--- config.mk ---
export PLATFORM = sky130hd
export DESIGN_NAME = rle_stream_sched_flat
export DESIGN_NICKNAME = d
export VERILOG_FILES = /design/src/rtl/rle_stream_sched_pkg.sv /design/src/rtl/rle_stream_sched_if.sv /design/src/rtl/rle_stream_sched_rr_arbiter.sv /design/src/rtl/rle_stream_sched.sv /design/src/flat_wrapper.sv
export SDC_FILE = /design/constraint.sdc
export NUM_CORES = 1
export LEC_CHECK = 0
export ABC_AREA = 1
export ABC_CLOCK_PERIOD_IN_PS = 2000
export CAP_MARGIN = 20
export CORE_ASPECT_RATIO = 0.75
export CORE_UTILIZATION = 38
export DETAILED_ROUTE_END_ITERATION = 8
export PLACE_DENSITY = 0.77
export SLEW_MARGIN = 10
export SYNTH_ARGS = -nofsm -noshare
export SYNTH_HDL_FRONTEND = slang
export SYNTH_SLANG_ARGS = --single-unit
--- constraint.sdc ---
create_clock -name clk -period 2 [get_ports clk]
set_clock_uncertainty 0.15 [all_clocks]
set_input_delay 0.4 -clock clk [delete_from_list [all_inputs] [get_ports clk]]
set_output_delay 0.4 -clock clk [all_outputs]
set_load 0.05 [all_outputs]
--- src/rtl/rle_stream_sched_pkg.sv ---
// Shared types and widths for the RLE stream scheduler slice.
package rle_pkg;

  typedef enum logic [1:0] {
    IDLE,
    RST_ENC,
    ACTIVE,
    RELEASE
  } sched_state_t;

  localparam int unsigned RLE_OUT_W = 24;
  localparam int unsigned RLE_IN_W  = 8;

endpackage

--- src/rtl/rle_stream_sched_if.sv ---
// Encoder-side handshake bus between the scheduler (master) and the shared RLE encoder (slave).
interface rle_stream_sched_if;
  import rle_pkg::*;

  logic                 enc_rst;
  logic                 enc_recv_ready;
  logic [RLE_IN_W-1:0]  enc_in_data;
  logic                 enc_eos;
  logic                 enc_send_ready;
  logic                 enc_rd_req;
  logic                 enc_wr_req;
  logic [RLE_OUT_W-1:0] enc_out_data;

  modport master (
    output enc_rst, enc_recv_ready, enc_in_data, enc_eos, enc_send_ready,
    input  enc_rd_req, enc_wr_req, enc_out_data
  );

  modport slave (
    input  enc_rst, enc_recv_ready, enc_in_data, enc_eos, enc_send_ready,
    output enc_rd_req, enc_wr_req, enc_out_data
  );

endinterface

--- src/rtl/rle_stream_sched_rr_arbiter.sv ---
// Combinational rotating-priority picker: first requester strictly after i_ptr wins.
module rr_arbiter #(
  parameter int unsigned N  = 4,
  parameter int unsigned PW = 2
) (
  input  logic [N-1:0]  i_req,
  input  logic [PW-1:0] i_ptr,
  output logic [N-1:0]  o_gnt,
  output logic          o_valid
);

  logic [PW-1:0] w_idx;

  always_comb begin
    o_gnt   = '0;
    o_valid = 1'b0;
    w_idx   = '0;
    // Offset 1..N from the pointer, so the last owner has lowest priority.
    for (int unsigned i = 1; i <= N; i++) begin
      w_idx = PW'((32'(i_ptr) + i) % N);
      if (!o_valid && i_req[w_idx]) begin
        o_gnt[w_idx] = 1'b1;
        o_valid      = 1'b1;
      end
    end
  end

endmodule

--- src/rtl/rle_stream_sched.sv ---
// Time-shares one RLE encoder between N_CH byte streams, granting whole streams round-robin.
module rle_stream_sched
  import rle_pkg::*;
#(
  parameter int unsigned N_CH        = 4,
  parameter int unsigned ENC_RST_CYC = 2,
  parameter int unsigned LEN_W       = 16
) (
  input  logic                     clk,
  input  logic                     rst,
  input  logic [N_CH-1:0]          ch_recv_ready,
  input  logic [RLE_IN_W*N_CH-1:0] ch_in_data,
  input  logic [N_CH-1:0]          ch_eos,
  output logic [N_CH-1:0]          ch_rd_req,
  input  logic [N_CH-1:0]          ch_send_ready,
  output logic [N_CH-1:0]          ch_wr_req,
  output logic [RLE_OUT_W-1:0]     ch_out_data,
  rle_stream_sched_if.master       enc,
  output logic [N_CH-1:0]          grant,
  output logic                     stream_done,
  output logic [LEN_W-1:0]         stream_len
);

  localparam int unsigned PW = $clog2(N_CH);
  localparam int unsigned CW = $clog2(ENC_RST_CYC);

  sched_state_t  r_state, w_state_nxt;
  logic [N_CH-1:0]  r_grant;
  logic [PW-1:0]    r_gidx, r_ptr, w_arb_idx;
  logic             r_dirty;
  logic [LEN_W-1:0] r_cnt, r_len, w_cnt_nxt;
  logic [CW-1:0]    r_rcnt;
  logic [N_CH-1:0]  w_arb_gnt;
  logic             w_arb_valid, w_active, w_g_eos, w_g_ready, w_release;

  rr_arbiter #(.N(N_CH), .PW(PW)) u_arb (
    .i_req   (ch_recv_ready),
    .i_ptr   (r_ptr),
    .o_gnt   (w_arb_gnt),
    .o_valid (w_arb_valid)
  );

  always_comb begin
    w_arb_idx = '0;
    for (int unsigned i = 0; i < N_CH; i++) begin
      if (w_arb_gnt[i]) w_arb_idx = PW'(i);
    end
  end

  // Gating with rst keeps the encoder in reset and the demux quiet while rst is low.
  assign w_active  = (r_state == ACTIVE) && rst;
  assign w_g_eos   = ch_eos[r_gidx];
  assign w_g_ready = ch_recv_ready[r_gidx];
  assign w_cnt_nxt = (w_active && enc.enc_wr_req && (r_cnt != '1)) ? r_cnt + 1'b1 : r_cnt;
  assign w_release = w_active && w_g_eos &&
                     (enc.enc_wr_req || (!w_g_ready && !r_dirty));

  always_ff @(posedge clk) begin
    if (!rst) r_state <= IDLE;
    else      r_state <= w_state_nxt;
  end

  always_comb begin
    w_state_nxt        = r_state;
    enc.enc_rst        = !w_active;
    enc.enc_recv_ready = w_active && w_g_ready;
    enc.enc_eos        = w_active && w_g_eos;
    enc.enc_send_ready = w_active && ch_send_ready[r_gidx];
    enc.enc_in_data    = ch_in_data[RLE_IN_W*r_gidx +: RLE_IN_W];
    ch_rd_req          = (w_active && enc.enc_rd_req) ? r_grant : '0;
    ch_wr_req          = (w_active && enc.enc_wr_req) ? r_grant : '0;
    ch_out_data        = w_active ? enc.enc_out_data : '0;
    unique case (r_state)
      IDLE:    if (w_arb_valid) w_state_nxt = RST_ENC;
      RST_ENC: if (r_rcnt == CW'(ENC_RST_CYC - 1)) w_state_nxt = ACTIVE;
      ACTIVE:  if (w_release) w_state_nxt = RELEASE;
      RELEASE: w_state_nxt = IDLE;
      default: w_state_nxt = IDLE;
    endcase
  end

  always_ff @(posedge clk) begin
    if (!rst) begin
      r_grant <= '0;
      r_gidx  <= '0;
      r_ptr   <= PW'(N_CH - 1);
      r_dirty <= 1'b0;
      r_cnt   <= '0;
      r_rcnt  <= '0;
      r_len   <= '0;
    end else begin
      unique case (r_state)
        IDLE: begin
          r_rcnt <= '0;
          if (w_arb_valid) begin
            r_grant <= w_arb_gnt;
            r_gidx  <= w_arb_idx;
          end
        end
        RST_ENC: r_rcnt <= r_rcnt + 1'b1;
        ACTIVE: begin
          r_cnt <= w_cnt_nxt;
          if (enc.enc_rd_req)      r_dirty <= 1'b1;
          else if (enc.enc_wr_req) r_dirty <= 1'b0;
          if (w_release) r_len <= w_cnt_nxt;
        end
        RELEASE: begin
          r_ptr   <= r_gidx;
          r_grant <= '0;
          r_cnt   <= '0;
          r_dirty <= 1'b0;
        end
        default: ;
      endcase
    end
  end

  assign grant       = r_grant;
  assign stream_done = (r_state == RELEASE) && rst;
  assign stream_len  = r_len;

endmodule

--- src/flat_wrapper.sv ---
// flat-port wrapper written by rule: the top's interface ports become plain ports
module rle_stream_sched_flat import rle_pkg::*;
#(
  parameter int unsigned N_CH        = 4,
  parameter int unsigned ENC_RST_CYC = 2,
  parameter int unsigned LEN_W       = 16
)
  (clk, rst, ch_recv_ready, ch_in_data, ch_eos, ch_rd_req, ch_send_ready, ch_wr_req, ch_out_data, grant, stream_done, stream_len, enc_enc_rst, enc_enc_recv_ready, enc_enc_in_data, enc_enc_eos, enc_enc_send_ready, enc_enc_rd_req, enc_enc_wr_req, enc_enc_out_data);
  rle_stream_sched_if enc_i ();
  input  logic clk;
  input  logic rst;
  input  logic [N_CH-1:0] ch_recv_ready;
  input  logic [RLE_IN_W*N_CH-1:0] ch_in_data;
  input  logic [N_CH-1:0] ch_eos;
  output logic [N_CH-1:0] ch_rd_req;
  input  logic [N_CH-1:0] ch_send_ready;
  output logic [N_CH-1:0] ch_wr_req;
  output logic [RLE_OUT_W-1:0] ch_out_data;
  output logic [N_CH-1:0] grant;
  output logic stream_done;
  output logic [LEN_W-1:0] stream_len;
  output wire logic [$bits(enc_i.enc_rst)-1:0] enc_enc_rst;
  output wire logic [$bits(enc_i.enc_recv_ready)-1:0] enc_enc_recv_ready;
  output wire logic [$bits(enc_i.enc_in_data)-1:0] enc_enc_in_data;
  output wire logic [$bits(enc_i.enc_eos)-1:0] enc_enc_eos;
  output wire logic [$bits(enc_i.enc_send_ready)-1:0] enc_enc_send_ready;
  input wire logic [$bits(enc_i.enc_rd_req)-1:0] enc_enc_rd_req;
  input wire logic [$bits(enc_i.enc_wr_req)-1:0] enc_enc_wr_req;
  input wire logic [$bits(enc_i.enc_out_data)-1:0] enc_enc_out_data;
  assign enc_enc_rst = enc_i.enc_rst;
  assign enc_enc_recv_ready = enc_i.enc_recv_ready;
  assign enc_enc_in_data = enc_i.enc_in_data;
  assign enc_enc_eos = enc_i.enc_eos;
  assign enc_enc_send_ready = enc_i.enc_send_ready;
  assign enc_i.enc_rd_req = enc_enc_rd_req;
  assign enc_i.enc_wr_req = enc_enc_wr_req;
  assign enc_i.enc_out_data = enc_enc_out_data;
  rle_stream_sched #(.N_CH(N_CH), .ENC_RST_CYC(ENC_RST_CYC), .LEN_W(LEN_W)) u_core (.clk(clk), .rst(rst), .ch_recv_ready(ch_recv_ready), .ch_in_data(ch_in_data), .ch_eos(ch_eos), .ch_rd_req(ch_rd_req), .ch_send_ready(ch_send_ready), .ch_wr_req(ch_wr_req), .ch_out_data(ch_out_data), .enc(enc_i), .grant(grant), .stream_done(stream_done), .stream_len(stream_len));
endmodule
==> summary.txt <==
Die
  • Total I/O pin count: 137
  • DIE AREA: 0.00847 mm²
  • Vertical die dimension: 79.9 µm
  • Floorplan core area: 0.00788 mm²
  • Initial Util: 0.390
  • Die boundary width: 106 µm
  • Site Rows: 28

Yosys
  • Prevailing post-synth register cell: sky130_fd_sc_hd__dfxtp_1
  • Number of nets in the synthesized netlist: 578
  • Share of the synthesized area in the top cell type: 0.286
  • Most instantiated library cell after synthesis: sky130_fd_sc_hd__nand2_1
  • EDFF count, synth: 0
  • Number of standard cells after synthesis: 492
  • Fraction of registers with async set or reset after synthesis: 0
  • Yosys top cell by area: sky130_fd_sc_hd__dfxtp_1
  • Flops & latches, synth: 44
  • Leading cell types by total area after synthesis: sky130_fd_sc_hd__dfxtp_1 (29%), sky130_fd_sc_hd__nand2_1 (11%), sky130_fd_sc_hd__nor2_1 (9.3%), sky130_fd_sc_hd__inv_1 (7.9%), sky130_fd_sc_hd__o21ai_0 (6.7%)
  • Syn Area/Cell: 6.26 µm²
  • Count of cell types in the netlist: 34
  • Ranking of synthesized cells by instance count: sky130_fd_sc_hd__nand2_1 (91), sky130_fd_sc_hd__nor2_1 (76), sky130_fd_sc_hd__inv_1 (65)
  • Sequential area share after synthesis: 0.286
  • Post-synthesis instance area: 0.00308 mm²
  • Yosys warning count: 0

Pwr
  • Power Density: 1030 mW/mm²
  • Maximum vdd ir drop: 0.702 mV
  • Static leakage: 2.47 nW
  • Power consumption: 0.00594 W

Worst setup path
  • Kind of critical path: flop to output pin
  • Startpoint class of the critical path: flop
  • Req. time, crit path: 1450 ps
  • Worst Setup End Kind: output pin
  • Arrival time worst endpoint: 1500 ps
  • Worst-path fanout max: 8
  • Number of cells on the worst reg-to-reg path: 11

Drt
  • 1st-pass router iterations: 4
  • Detail-routed via count per cell: 5.08
  • Number of nets with antenna violations after detailed routing: 0
  • DR vias: 3884
  • Wire length after detailed routing: 11600 µm
  • DRC: 0
  • Wire length per cell after detailed routing: 15.2 µm
  • Initial drt markers: 238

STA
  • Number of max-slew violations in the final report: 0
  • Setup repair after global routing missed its margin: true
  • Max transition margin: 0.765
  • Time the worst path needs with I/O delays and setup: 2050 ps
  • Actual transition at the worst max-transition pin: 350 ps
  • Setup WS post-layout: -50.8 ps
  • Max Clock Freq: 0.488 GHz
  • Final Hold Fails: 0
  • Final Setup Violations: 26
  • Share of the clock period used by the worst path: 1.03

Global route
  • Vias in the first global route: 3708
  • Number of antenna violations at the first check in global routing: 1
  • GRT met3 Usage: 0.0563
  • Pin count of the biggest net entering global routing: 33
  • Global Route met2 Usage: 0.487
  • Routing usage on met1: 0.304
  • Gr busiest metal: met2
  • Overall routing resource usage: 0.264
  • First-pass GRT wire length: 17700 µm
  • Overflow left after global routing: 0

Final layout
  • Growth of design area from synthesis to finish: 87.8%
  • Share of layout cells above drive strength 1: 0.315
  • Final cell utilization of the core: 0.733
  • Number of inserted filler cells in the final layout: 578
  • Layout Nets: 743

Clock network
  • Cts bufs inserted: 5
  • Clock tree from TritonCTS: yes
  • Number of buffers inserted for hold repair after clock tree synthesis: 0
  • Maximum count of clock buffers along a single path: 2
  • Clk sinks: 44
  • Insertion delay of the later-clocked pin in the worst-skew pair: 310 ps
  • Depth of the CTS H-tree: 2
  • CTS Root Cell: sky130_fd_sc_hd__clkbuf_8
  • CTS clk-pin slew, worst paths: 90 ps

Place
  • Port Buffers: 136
  • Post-detailed-placement half-perimeter wirelength: 8740 µm
  • Last weighted congestion value of the routability-driven placer: 0.947

Hold path
  • Path class of the lowest-slack min-delay path: flop to flop
  • Hold-critical path depth: 2

Flow run
  • Number of max-capacitance violations reported: 0

Outcome
  • Violated checks: negative setup slack
  • Result of the run: finished with violations
worst max-delay path: stages (launching register included):
cell,delay (ps)
sky130_fd_sc_hd__dfxtp_2,340
sky130_fd_sc_hd__inv_2,70
sky130_fd_sc_hd__ha_4,140
sky130_fd_sc_hd__nand2_4,70
sky130_fd_sc_hd__buf_12,150
sky130_fd_sc_hd__buf_12,150
sky130_fd_sc_hd__nor2_4,120
sky130_fd_sc_hd__buf_12,150
power breakdown:
part | switching [W] | leakage, nW | total [W] | internal [W]
sequential | 0.000151 | 0.359 | 0.00118 | 0.00103
clock | 0.000321 | 0.0614 | 0.000730 | 0.000409
combinational | 0.00245 | 2.05 | 0.00403 | 0.00158
total | 0.00292 | 2.47 | 0.00594 | 0.00302
placed cells by master (no fill, tap or decap), types with 8 or more instances in the layout:
cell type,Yosys,routed
sky130_fd_sc_hd__nor2_1,76,40
sky130_fd_sc_hd__inv_1,65,59
sky130_fd_sc_hd__a21oi_1,27,26
sky130_fd_sc_hd__nor2_4,1,34
sky130_fd_sc_hd__inv_2,5,9
sky130_fd_sc_hd__buf_12,0,42
sky130_fd_sc_hd__o21ai_1,5,10
sky130_fd_sc_hd__nor3_1,19,19
sky130_fd_sc_hd__nand3_1,40,37
sky130_fd_sc_hd__xor2_1,11,11
sky130_fd_sc_hd__o21ai_0,41,34
sky130_fd_sc_hd__clkdlybuf4s50_1,0,67
sky130_fd_sc_hd__nand2_1,91,86
sky130_fd_sc_hd__ha_1,14,11
sky130_fd_sc_hd__dfxtp_1,44,38
sky130_fd_sc_hd__o22ai_2,0,8
sky130_fd_sc_hd__buf_4,1,55
routing by layer:
layer	part of all wire	wire length [µm]
met5	0	0
met4	0.021	239
met3	0.062	723
met2	0.50	5810
met1	0.42	4810
cells by family after synthesis:
group                      after synthesis  share of synthesized area
AOI/OAI and AO/OA                       85                      0.148
xor gates and xnor gates                11                     0.0313
adders and majority gates               14                     0.0569
buffers and inverters                   92                      0.123
DFF                                     44                      0.286
and+or+nand+nor                        246                      0.355
repair_timing:
action,4_1_cts,5_1_grt
gates resized for setup,51,29
pin swaps,11,10
endpoints found under the hold margin,0,0
buffers inserted,4,2
endpoints found under the setup margin,46,55
gates cloned,1,2
registers in the layout, summed over array words and instances (netlist names):
signal,count
u_core.r_state,2
u_core.r_ptr,2
u_core.r_dirty,1
u_core.r_rcnt,1
u_core.stream_len,16
u_core.grant,4
u_core.r_cnt,16
u_core.r_gidx,2
cell type report:
type	instances	area, µm²	area share
tap	105	131	0.0227
sequential	44	891	0.154
clock buffer	6	82.6	0.0143
clock inverter	2	38.8	0.00671
inverter	71	279	0.0483
timing repair buffer	179	2130	0.369
antenna	1	2.50	0.000433
multi-input combinational	356	2220	0.384
metrics by stage:
step | setup slack [ps] | cell area, µm² | instances | setup TNS (ps) | hold WS (ps)
finish | -50.8 | 5780 | 764 | -607 | 338
global route | -89.3 | 5780 | 764 | -1890 | 360
CTS | -33.4 | 5630 | 759 | -342 | 338
detailed placement | -246 | 5300 | 747 | -10320 | 324
global placement | -218 | 5300 | 747 | -9020 | 314
floorplan | -221 | 3340 | 492 | -913 | 306
path summary, 6_finish.rpt:
| kind | to | start | slack (ps) |
|---|---|---|---|
| setup / recovery | ch_out_data[21] | u_core.r_state[0] | -50 |
| hold / removal | u_core.r_rcnt | u_core.r_rcnt | 340 |
| setup reg to reg | u_core.stream_len[14] | u_core.r_cnt[1] | 90 |
| hold reg to reg | u_core.r_rcnt | u_core.r_rcnt | 340 |
(Power assumes the default switching activity.)
